==> src/rtl/cam_i2c_pkg.sv <==
// Shared types and constants for the camera-side I2C register responder.
// Holds the protocol state enumeration and the bus header helpers.
package cam_i2c_pkg;

    localparam logic [6:0] CAM_DEV_ADDR = 7'h5C;
    localparam logic       I2C_WR       = 1'b0;
    localparam logic       I2C_RD       = 1'b1;
    localparam logic [3:0] BYTE_BITS    = 4'd8;

    typedef enum logic [3:0] {
        IDLE      = 4'd0,
        ADDR      = 4'd1,
        ADDR_ACK  = 4'd2,
        REG       = 4'd3,
        REG_ACK   = 4'd4,
        WR_HI     = 4'd5,
        WR_HI_ACK = 4'd6,
        WR_LO     = 4'd7,
        WR_LO_ACK = 4'd8,
        RD_HI     = 4'd9,
        RD_HI_ACK = 4'd10,
        RD_LO     = 4'd11,
        RD_LO_ACK = 4'd12,
        WAIT_STOP = 4'd13
    } i2c_state_e;

    // True when the 7-bit address field of a header byte selects this target.
    function automatic logic hdr_match(input logic [7:0] hdr, input logic [6:0] dev);
        return (hdr[7:1] == dev);
    endfunction

endpackage

==> src/rtl/i2c_edge_sync.sv <==
// Brings the asynchronous SCL/SDA pads into the sysclk domain and derives
// clock edges plus START/STOP conditions from the synchronized levels.
module i2c_edge_sync (
    input  logic sysclk,
    input  logic reset,
    input  logic scl_in,
    input  logic sda_in,
    output logic scl_rise,
    output logic scl_fall,
    output logic start_det,
    output logic stop_det,
    output logic sda_bit
);

    logic [1:0] scl_sync_r;
    logic [1:0] sda_sync_r;
    logic       scl_prev_r;
    logic       sda_prev_r;
    logic       scl_s;
    logic       sda_s;

    // Two-stage synchronizers plus one history flop per line; idle bus level is high.
    always_ff @(posedge sysclk or posedge reset) begin
        if (reset) begin
            scl_sync_r <= 2'b11;
            sda_sync_r <= 2'b11;
            scl_prev_r <= 1'b1;
            sda_prev_r <= 1'b1;
        end else begin
            scl_sync_r <= {scl_sync_r[0], scl_in};
            sda_sync_r <= {sda_sync_r[0], sda_in};
            scl_prev_r <= scl_sync_r[1];
            sda_prev_r <= sda_sync_r[1];
        end
    end

    assign scl_s = scl_sync_r[1];
    assign sda_s = sda_sync_r[1];

    // SDA only counts as START/STOP when SCL was high on both sides of its edge.
    assign scl_rise  = scl_s & ~scl_prev_r;
    assign scl_fall  = ~scl_s & scl_prev_r;
    assign start_det = scl_s & scl_prev_r & sda_prev_r & ~sda_s;
    assign stop_det  = scl_s & scl_prev_r & ~sda_prev_r & sda_s;
    assign sda_bit   = sda_s;

endmodule

==> src/rtl/cam_i2c_responder.sv <==
// I2C target exposing a 16-bit register file through an 8-bit auto-incrementing
// pointer; writes and reads are handed to the host as single-cycle strobes.
module cam_i2c_responder
    import cam_i2c_pkg::*;
#(
    parameter logic [6:0] DEV_ADDR = CAM_DEV_ADDR
) (
    input  logic        sysclk,
    input  logic        reset,
    input  logic        scl_in,
    input  logic        sda_in,
    output logic        sda_oe,
    output logic        wr_en,
    output logic [7:0]  wr_addr,
    output logic [15:0] wr_data,
    output logic        rd_en,
    output logic [7:0]  rd_addr,
    input  logic [15:0] rd_data,
    output logic        busy
);

    logic        scl_rise_s;
    logic        scl_fall_s;
    logic        start_det_s;
    logic        stop_det_s;
    logic        sda_bit_s;

    i2c_state_e  state_r;
    logic [3:0]  bit_cnt_r;
    logic [7:0]  rx_shift_r;
    logic [15:0] tx_shift_r;
    logic [7:0]  ptr_r;
    logic [7:0]  hi_byte_r;
    logic        rw_r;
    logic        mack_r;
    logic        load_pend_r;

    i2c_edge_sync u_sync (
        .sysclk    (sysclk),
        .reset     (reset),
        .scl_in    (scl_in),
        .sda_in    (sda_in),
        .scl_rise  (scl_rise_s),
        .scl_fall  (scl_fall_s),
        .start_det (start_det_s),
        .stop_det  (stop_det_s),
        .sda_bit   (sda_bit_s)
    );

    // Protocol FSM: bits sampled on SCL rise, SDA drive and state changes on SCL fall.
    always_ff @(posedge sysclk or posedge reset) begin
        if (reset) begin
            state_r     <= IDLE;
            bit_cnt_r   <= 4'd0;
            rx_shift_r  <= 8'h00;
            tx_shift_r  <= 16'h0000;
            ptr_r       <= 8'h00;
            hi_byte_r   <= 8'h00;
            rw_r        <= 1'b0;
            mack_r      <= 1'b1;
            load_pend_r <= 1'b0;
            sda_oe      <= 1'b0;
            wr_en       <= 1'b0;
            wr_addr     <= 8'h00;
            wr_data     <= 16'h0000;
            rd_en       <= 1'b0;
            rd_addr     <= 8'h00;
            busy        <= 1'b0;
        end else begin
            wr_en <= 1'b0;
            rd_en <= 1'b0;

            // Read data arrives the cycle after rd_en; put its MSB on the bus right away.
            if (load_pend_r) begin
                tx_shift_r  <= rd_data;
                sda_oe      <= ~rd_data[15];
                load_pend_r <= 1'b0;
            end

            if (start_det_s) begin
                state_r     <= ADDR;
                bit_cnt_r   <= 4'd0;
                sda_oe      <= 1'b0;
                load_pend_r <= 1'b0;
            end else if (stop_det_s) begin
                state_r     <= IDLE;
                bit_cnt_r   <= 4'd0;
                sda_oe      <= 1'b0;
                busy        <= 1'b0;
                load_pend_r <= 1'b0;
            end else if (scl_rise_s) begin
                case (state_r)
                    ADDR, REG, WR_HI, WR_LO: begin
                        rx_shift_r <= {rx_shift_r[6:0], sda_bit_s};
                        bit_cnt_r  <= bit_cnt_r + 4'd1;
                    end
                    RD_HI, RD_LO: begin
                        bit_cnt_r <= bit_cnt_r + 4'd1;
                    end
                    RD_LO_ACK: begin
                        mack_r <= sda_bit_s;
                    end
                    default: begin
                    end
                endcase
            end else if (scl_fall_s) begin
                case (state_r)
                    ADDR: begin
                        if (bit_cnt_r == BYTE_BITS) begin
                            bit_cnt_r <= 4'd0;
                            if (hdr_match(rx_shift_r, DEV_ADDR)) begin
                                rw_r    <= rx_shift_r[0];
                                sda_oe  <= 1'b1;
                                busy    <= 1'b1;
                                state_r <= ADDR_ACK;
                            end else begin
                                busy    <= 1'b0;
                                state_r <= WAIT_STOP;
                            end
                        end
                    end
                    ADDR_ACK: begin
                        sda_oe <= 1'b0;
                        if (rw_r == I2C_WR) begin
                            state_r <= REG;
                        end else begin
                            rd_en       <= 1'b1;
                            rd_addr     <= ptr_r;
                            load_pend_r <= 1'b1;
                            state_r     <= RD_HI;
                        end
                    end
                    REG: begin
                        if (bit_cnt_r == BYTE_BITS) begin
                            bit_cnt_r <= 4'd0;
                            ptr_r     <= rx_shift_r;
                            sda_oe    <= 1'b1;
                            state_r   <= REG_ACK;
                        end
                    end
                    REG_ACK: begin
                        sda_oe  <= 1'b0;
                        state_r <= WR_HI;
                    end
                    WR_HI: begin
                        if (bit_cnt_r == BYTE_BITS) begin
                            bit_cnt_r <= 4'd0;
                            hi_byte_r <= rx_shift_r;
                            sda_oe    <= 1'b1;
                            state_r   <= WR_HI_ACK;
                        end
                    end
                    WR_HI_ACK: begin
                        sda_oe  <= 1'b0;
                        state_r <= WR_LO;
                    end
                    WR_LO: begin
                        if (bit_cnt_r == BYTE_BITS) begin
                            bit_cnt_r <= 4'd0;
                            sda_oe    <= 1'b1;
                            state_r   <= WR_LO_ACK;
                        end
                    end
                    WR_LO_ACK: begin
                        // rx_shift still holds the low byte: ACK bits do not shift.
                        sda_oe  <= 1'b0;
                        wr_en   <= 1'b1;
                        wr_addr <= ptr_r;
                        wr_data <= {hi_byte_r, rx_shift_r};
                        ptr_r   <= ptr_r + 8'd1;
                        state_r <= WR_HI;
                    end
                    RD_HI, RD_LO: begin
                        tx_shift_r <= {tx_shift_r[14:0], 1'b0};
                        if (bit_cnt_r == BYTE_BITS) begin
                            bit_cnt_r <= 4'd0;
                            sda_oe    <= 1'b0;
                            state_r   <= (state_r == RD_HI) ? RD_HI_ACK : RD_LO_ACK;
                        end else begin
                            sda_oe <= ~tx_shift_r[14];
                        end
                    end
                    RD_HI_ACK: begin
                        sda_oe  <= ~tx_shift_r[15];
                        state_r <= RD_LO;
                    end
                    RD_LO_ACK: begin
                        sda_oe <= 1'b0;
                        if (mack_r == 1'b0) begin
                            ptr_r       <= ptr_r + 8'd1;
                            rd_en       <= 1'b1;
                            rd_addr     <= ptr_r + 8'd1;
                            load_pend_r <= 1'b1;
                            state_r     <= RD_HI;
                        end else begin
                            busy    <= 1'b0;
                            state_r <= WAIT_STOP;
                        end
                    end
                    default: begin
                    end
                endcase
            end
        end
    end

endmodule
==> config.mk <==
export PLATFORM = sky130hd
export DESIGN_NAME = cam_i2c_responder
export DESIGN_NICKNAME = d
export VERILOG_FILES = /design/src/rtl/cam_i2c_pkg.sv /design/src/rtl/i2c_edge_sync.sv /design/src/rtl/cam_i2c_responder.sv
export SDC_FILE = /design/constraint.sdc
export NUM_CORES = 1
export LEC_CHECK = 0
export ABC_AREA = 1
export CORE_MARGIN = 10
export CORE_UTILIZATION = 25
export CTS_CLUSTER_DIAMETER = 30
export DETAILED_ROUTE_END_ITERATION = 7
export PLACE_DENSITY_LB_ADDON = 0.12
export SLEW_MARGIN = 40
export SYNTH_ARGS = -nofsm -noshare
export SYNTH_HDL_FRONTEND = slang
export SYNTH_HIERARCHICAL = 1
export SYNTH_SLANG_ARGS = --single-unit
export TNS_END_PERCENT = 10
==> constraint.sdc <==
create_clock -name sysclk -period 7.6 [get_ports sysclk]
set_input_delay 2.28 -clock sysclk [delete_from_list [all_inputs] [get_ports sysclk]]
set_output_delay 2.28 -clock sysclk [all_outputs]
set_load 0.01 [all_outputs]
* Word level (Yosys, flattened, before mapping)
Index checks and enable logic that the tools add are counted.
** Storage, ports and cells
- Register bits :: 92
- Bits in latches :: 0
- Memory bits (writable) :: 0
- Memory bits (read-only) :: 0
- Input port bits :: 20
- Output and inout port bits :: 36
- Word-level logic and storage cells :: 151
- Memories :: 0
** Cells by class
- $add $sub $neg :: 2
- $mul :: 0
- Divide/modulo/power cells :: 0
- Order comparisons :: 0
- Equal/unequal tests :: 28
- Shifts and indexed selects :: 0
- Muxes and demuxes :: 61
- Bitwise logic cells :: 17
- Reductions and logical operators :: 24
** Operators with widths (number)
- two-way mux 16 bit :: 6
- two-way mux 4 bit :: 18
- case mux 4 bit (10 select lines) :: 1
- two-way mux 1 bit :: 26
- equality test 4 bit, second input constant :: 6
- two-way mux 8 bit :: 3
- case mux 8 bit (3 select lines) :: 1
- AND reduction 7 bit :: 3
- != test 4 bit, second input constant :: 5
- equality test 4 x 3 -> 1 bit, second input constant :: 4
- case mux 8 bit (2 select lines) :: 1
- AND reduction 4 bit :: 3
- AND reduction 6 bit :: 2
- nonzero test 12 bit :: 1
- NOT 1 bit :: 10
- nonzero test 3 bit :: 3
- adder 8 x 1 -> 8 bit, second input constant :: 1
- equality test 4 x 2 -> 1 bit, second input constant :: 2
- != test 4 x 2 -> 1 bit, second input constant :: 2
- AND reduction 8 bit :: 1
- nonzero test 4 bit :: 2
- AND 1 bit :: 7
- equality test 7 bit, second input constant :: 1
- two-way mux 3 bit :: 2
- other kinds (15) :: 21

* Longest topological paths before layout
Gate-level depths: netlist (run 1).
- Depth in word-level cells :: 9
- Gate-level depth with buffers :: 11
- Gate-level depth less buffers :: 11

* By module
Netlist (run 1), hierarchy kept.
** By module, submodules not included
- cam_i2c_responder :: times used 1, cells each 542, area each 4440.5 um^2
- i2c_edge_sync :: times used 1, cells each 18, area each 202.7 um^2

* Least setup slack after synthesis (run 1)
No wires, ideal clock.
- Kind :: input-to-reg
- Start point :: in rd_data[15]
- End point :: reg sda_oe
- Arrival time :: 2.847 ns
- Data required time :: 7.487 ns
- Setup slack :: 4.640 ns
- Stages on the path :: 7
- Buffers on the path :: 0
- Cells stage by stage :: nand2_1 o21ai_0 nand2_1 a21oi_1 nand3_1 nand2_1 inv_1
** Between the ends
- Cells in the longest elaborated chain, start to end :: 9
- Elaborated cells between the ends (all ways) :: 10
** RTL lines
- start, declared :: line cam_i2c_responder.sv:18 : input logic [15:0] rd_data,
- NOT 1 bit (*) :: line cam_i2c_responder.sv:76 : sda_oe <= ~rd_data[15];
- two-way mux 1 bit (*) :: line cam_i2c_responder.sv:74 : if (load_pend_r) begin
- two-way mux 1 bit :: line cam_i2c_responder.sv:111 : if (hdr_match(rx_shift_r, DEV_ADDR)) begin
- two-way mux 1 bit :: line cam_i2c_responder.sv:109 : if (bit_cnt_r == BYTE_BITS) begin
- case mux 1 bit (5 select lines) :: line cam_i2c_responder.sv:107 : case (state_r)
- two-way mux 1 bit :: line cam_i2c_responder.sv:106 : end else if (scl_fall_s) begin
- two-way mux 1 bit (*) :: line cam_i2c_responder.sv:91 : end else if (scl_rise_s) begin
- two-way mux 1 bit (*) :: line cam_i2c_responder.sv:85 : end else if (stop_det_s) begin
- two-way mux 1 bit (*) :: line cam_i2c_responder.sv:80 : if (start_det_s) begin
- end signal, assigned :: line cam_i2c_responder.sv:76
- end signal, assigned :: line cam_i2c_responder.sv:180 : sda_oe <= ~tx_shift_r[14];
- end signal, assigned :: line cam_i2c_responder.sv:184 : sda_oe <= ~tx_shift_r[15];
- end, declared :: line cam_i2c_responder.sv:12 : output logic sda_oe,
Mark *: on every way between the ends. The rest lies on a longest branch, timed or not.
A chain may end at the register's enable or synchronous reset.

==> metrics.yaml, run 1 <==
critPathMaxFanout: 32
powerDensity_mw_per_mm2: 302
die-area_mm2: 0.0244
status: "complete, no violations"
cts_tree: "done"
critical-path-max-stage-delay_ns: 0.68
layout_common_cells: "159 x nand2_1, 84 x dfrtp_1, 58 x inv_1, 58 x o21ai_0, 55 x clkdlybuf4s50_1"
core_area_mm2: 0.0181
netlist_area_mm2: 0.00464
crit_required_ns: 5.32
post-route-period-util: 0.519
layout.nets: 634
portBuffers: 55
start_kind: "flop"
yosysUniqueCellTypes: 36
path_buf_inv: 1
post_drt_wl_per_cell_um: 13.8
grt_overflow: 0
vias: 3738
fin_crit_ns: 3.95
cp.arrival_ns: 1.67
setup.worst_path.start: "load_pend_r"
crit_cells: 1
holdPathStages: 0
syn_to_final_growth_pct: 21.3
syn_area_per_cell_um2: 8.29
drc: 0
grt_start_max_net_pins: 54
cts-buffers-inserted: 9
fin_setup_tns_ns: 0
yosysWarningCount: 6
post_cts_resized: 0
ctsRootBufferMaster: "clkbuf_16"
dp_hpwl_mm: 8.58
clockBufferDepth: 2
crit_chain: "clkdlybuf4s50_1"
rsz0062_at_grt: "no"
cts_setup_buffers: 0
final_common_cell: "nand2_1"
peakVddDrop_mv: 0.121
synth_seq_cells: 92
drv_slew: 0
crit_slowest_cell: "dfrtp_2"
worstSetupEndpointType: "output pin"
grt_pass1_wl_mm: 19.2
setup-violations-final: 0
pin_count: 56
synth-edff-count: 0
critical-path-top-delay-family: "flip-flops"
viasPerCell: 4.43
antenna_left: 0
synthArstFlopShare: 1.00
htreeDepth: 3
syn_nets: 583
hold_class: "reg -> reg"
finalCoreUtilization: 0.310
max_cap_violations: 0
grtUsageTotal: 0.0977
first_pass_iters: 4
clock_skew_ns: 0.00607
die_y_um: 156
clock.fmax_mhz: 253
grt_antenna_before_repair: 0
hold_viol: 0
relSlewSlack: 0.546
start_util: 0.256
worstReg2RegStart: "u_sync/scl_prev_r"
synth_seq_area_share: 0.498
drive_above_1_share: 0.150
r2r_cells: 9
grt_pass1_vias: 3745
cts_hold_buf: 0
insertion_delay_ns: 0.34
std_cell_rows: 49
wirelength_mm: 11.6
n_antenna_cell: 0
fp.dieW_um: 156
clk_pin_slew_worst_paths_ns: 0.06
ys.flop_type: "dfrtp_1"
synth_cells: 560
holdCritStartpoint: "u_sync/sda_sync_r[0]"
path_class: "reg -> out"
gp_congestion: 0.815
drt_iter0_drc: 158
tightestPinTransition_ns: 0.681
clock_sinks: 92
leakage_nw: 2.60
==> routing by layer <==
metal  vias up  global-route usage  share of wire
li1       1879                   -              -
met4         0              0.0445          0.019
met1      1781               0.123           0.46
met2        65               0.160           0.48
met5         -                   0              0
met3        13              0.0175          0.033
==> worst paths after layout <==
check	endpoint	slack, ns
worst max register to register	wr_data[5]	5.34
worst min-delay path	u_sync/sda_sync_r[1]	0.36
worst min register to register	u_sync/sda_sync_r[1]	0.36
max in group asynchronous	wr_addr[4]	4.17
min in group asynchronous	bit_cnt_r[0]	2.34
worst max-delay path	rd_en	3.65
==> layout make-up <==
cell class	count	area [um^2]
Fill cell	1953	12500
Timing Repair Buffer	56	558
Sequential cell	92	2310
Inverter	67	262
Multi-Input combinational cell	385	1960
Tap cell	229	287
Clock inverter	2	12.5
Clock buffer	12	246
==> flip-flops by register name, indices dropped and copies added, names as in the netlist <==
register / count
rx_shift_r: 8
load_pend_r: 1
mack_r: 1
rd_addr: 8
wr_addr: 8
wr_en: 1
busy: 1
wr_data: 16
hi_byte_r: 8
state_r: 4
sda_oe: 1
u_sync/scl_prev_r: 1
u_sync/scl_sync_r: 2
tx_shift_r: 16
ptr_r: 8
u_sync/sda_prev_r: 1
u_sync/sda_sync_r: 2
bit_cnt_r: 4
rw_r: 1
==> Yosys cell counts, drive strengths merged (2+ instances only) <==
cell / instances / area share
dfstp: 7 / 0.040
or2: 2 / 0.0027
nand3: 30 / 0.033
clkbuf: 4 / 0.0032
o211ai: 3 / 0.0049
buf: 12 / 0.022
inv: 65 / 0.053
o21ai: 85 / 0.11
dfrtp: 85 / 0.46
nor2: 39 / 0.039
ha: 3 / 0.0081
nor3: 7 / 0.010
nand2: 186 / 0.17
clkinv: 2 / 0.0030
xor2: 6 / 0.011
a21oi: 17 / 0.021
mux2i: 2 / 0.0043
==> cells by family (layout without fill, tap and decap cells) <==
group,Yosys count,in the layout,synth area share
xor gates and xnor gates,6,6,0.0113
and+or+nand+nor,266,266,0.254
adders and majority gates,3,3,0.00808
buffers and inverters,83,137,0.0816
AOI/OAI and AO/OA,108,108,0.143
DFF,92,92,0.498
muxes,2,2,0.00431
==> worst register-to-register path: stages (launching register included) <==
cell and delay [ns]:
dfstp_2 0.54, inv_1 0.04, nor2_1 0.08, inv_1 0.09, nor2_2 0.17, nand2_2 0.16
nor3_4 0.49, inv_4 0.37, nand2_2 0.17, o21ai_2 0.05
==> where the power goes <==
part	switching [mW]	total [mW]	internal, mW
Clock	0.181	0.408	0.227
Combinational	0.364	0.590	0.225
Sequential	0.0946	0.705	0.611
Total	0.640	1.70	1.06
==> through the flow <==
stage / std cells / total power, mW / worst slack [ns] / instance area, um^2 / hold slack [ns]
6_report: 843 / 1.70 / 3.65 / 5630 / 0.356
4_1_cts: 843 / 1.73 / 3.31 / 5630 / 0.356
3_3_place_gp: 829 / 1.31 / 3.69 / 5370 / 0.347
5_1_grt: 843 / 1.84 / 3.56 / 5630 / 0.359
2_1_floorplan: 560 / 1.12 / 3.10 / 4640 / 0.345
3_5_place_dp: 829 / 1.31 / 3.67 / 5370 / 0.347
Power figures use the tool's default switching activity.
==> run 2: changes to the inputs <==
clock period = 3.79 ns   (was 7.6 ns; I/O delays follow)
==> metrics.yaml, run 2 (synthesized netlist as in run 1, its figures left out) <==
met1_usage: 0.123
first_pass_iters: 4
power_mw: 3.59
p_clk_frac: 0.277
grt_overflow: 0
insertion_delay_ns: 0.35
std_cell_rows: 49
clk_pin_slew_worst_paths_ns: 0.06
max_cap_violations: 0
path_class: "reg -> out"
p_sw_frac: 0.360
grt_antenna_before_repair: 0
clock_sinks: 92
post-place-ws_ns: 1.37
wirelength_mm: 11.5
setup-violations-final: 0
switching_power_mw: 1.29
clock_skew_ns: 0.00661
fp.dieW_um: 156
power.internal_mw: 2.30
cts_hold_buf: 0
antenna_left: 0
critPathMaxFanout: 32
portBuffers: 55
pin_count: 56
hold_class: "reg -> reg"
pwr-share-comb: 0.330
cp.arrival_ns: 1.56
grt.busiest_layer: "met2"
core_area_mm2: 0.0181
rsz0062_at_grt: "no"
dp_hpwl_mm: 8.44
layout.nets: 636
ctsRootBufferMaster: "clkbuf_16"
leakage_nw: 2.65
fin_crit_ns: 2.70
cts-buffers-inserted: 9
n_antenna_cell: 0
powerDensity_mw_per_mm2: 626
drive_above_1_share: 0.152
drv_slew: 0
post-route-period-util: 0.712
grt_pass1_vias: 3707
hold_viol: 0
gp_congestion: 0.850
cts_setup_buffers: 0
syn_to_final_growth_pct: 23.3
clockBufferDepth: 2
viasPerCell: 4.31
drt_iter0_drc: 199
tightestPinTransition_ns: 0.655
grt_use_met3: 0.0175
crit_required_ns: 2.65
status: "complete, no violations"
drc: 0
vias: 3651
relSlewSlack: 0.563
seqPwrFrac: 0.393
die_y_um: 156
final_common_cell: "nand2_1"
largestRegisters: "tx_shift_r (16), wr_data (16)"
grtUsageTotal: 0.0974
start_kind: "flop"
grt_start_max_net_pins: 54
peakVddDrop_mv: 0.228
num-fill-cells: 1903
grtUsageMet2: 0.155
die-area_mm2: 0.0244
fin_ws_ns: 1.09
cts_tree: "done"
worstSetupEndpointType: "output pin"
post_cts_resized: 0
r2r_slack_ns: 1.43
layout_common_cells: "160 x nand2_1, 85 x dfrtp_1, 58 x inv_1, 58 x o21ai_0, 55 x clkdlybuf4s50_1"
fin_setup_tns_ns: 0
htreeDepth: 3
post_drt_wl_per_cell_um: 13.6
grt_pass1_wl_mm: 19.0
start_util: 0.256
clock.fmax_mhz: 370
## run 2: worst paths after layout
check,startpoint,depth (start not counted),endpoint
hold reg to reg,u_sync/sda_sync_r[0],0,u_sync/sda_sync_r[1]
hold / removal,u_sync/sda_sync_r[0],0,u_sync/sda_sync_r[1]
setup reg to reg,u_sync/scl_sync_r[1],9,tx_shift_r[13]
min in group asynchronous,reset,2,bit_cnt_r[3]
setup / recovery,load_pend_r,2,rd_en
max in group asynchronous,reset,3,mack_r
## run 2: through the flow
| stage | hold WS [ns] | utilization | instances | cell area, um^2 |
|---|---|---|---|---|
| floorplan | 0.345 | - | 560 | 4640 |
| global placement | 0.347 | 0.297 | 831 | 5400 |
| detailed placement | 0.347 | 0.297 | 831 | 5400 |
| CTS | 0.356 | 0.316 | 847 | 5730 |
| global route | 0.362 | 0.316 | 847 | 5730 |
| finish | 0.356 | 0.316 | 847 | 5730 |
## run 2: power by group through the flow
| stage | combinational, mW | clock, mW | sequential, mW |
|---|---|---|---|
| after floorplan | 0.838 | 0 | 1.40 |
| after global placement | 1.20 | 0 | 1.43 |
| after detailed placement | 1.20 | 0 | 1.43 |
| after CTS | 1.20 | 1.03 | 1.41 |
| after global routing | 1.35 | 1.07 | 1.44 |
| final | 1.18 | 0.994 | 1.41 |
## run 2: metal layers
layer | vias up | routed length, um
met5 | - | 0
met2 | 50 | 5470
met1 | 1695 | 5410
met3 | 18 | 314
li1 | 1888 | -
met4 | 0 | 294
## run 2: area by class of cell
cell class	instances	area, um^2	area share
flip-flops and latches	92	2310	0.404
multi-input cells	385	1950	0.341
repair buffers	58	586	0.102
well taps	229	287	0.0500
inverters	67	262	0.0457
clock buffers	13	260	0.0454
clock inverters	3	68.8	0.0120
## run 2: worst max-delay path, cell delays in order, from the launching register on
cell and delay (ns):
dfrtp_1 0.32, buf_4 0.28, clkdlybuf4s50_1 0.61
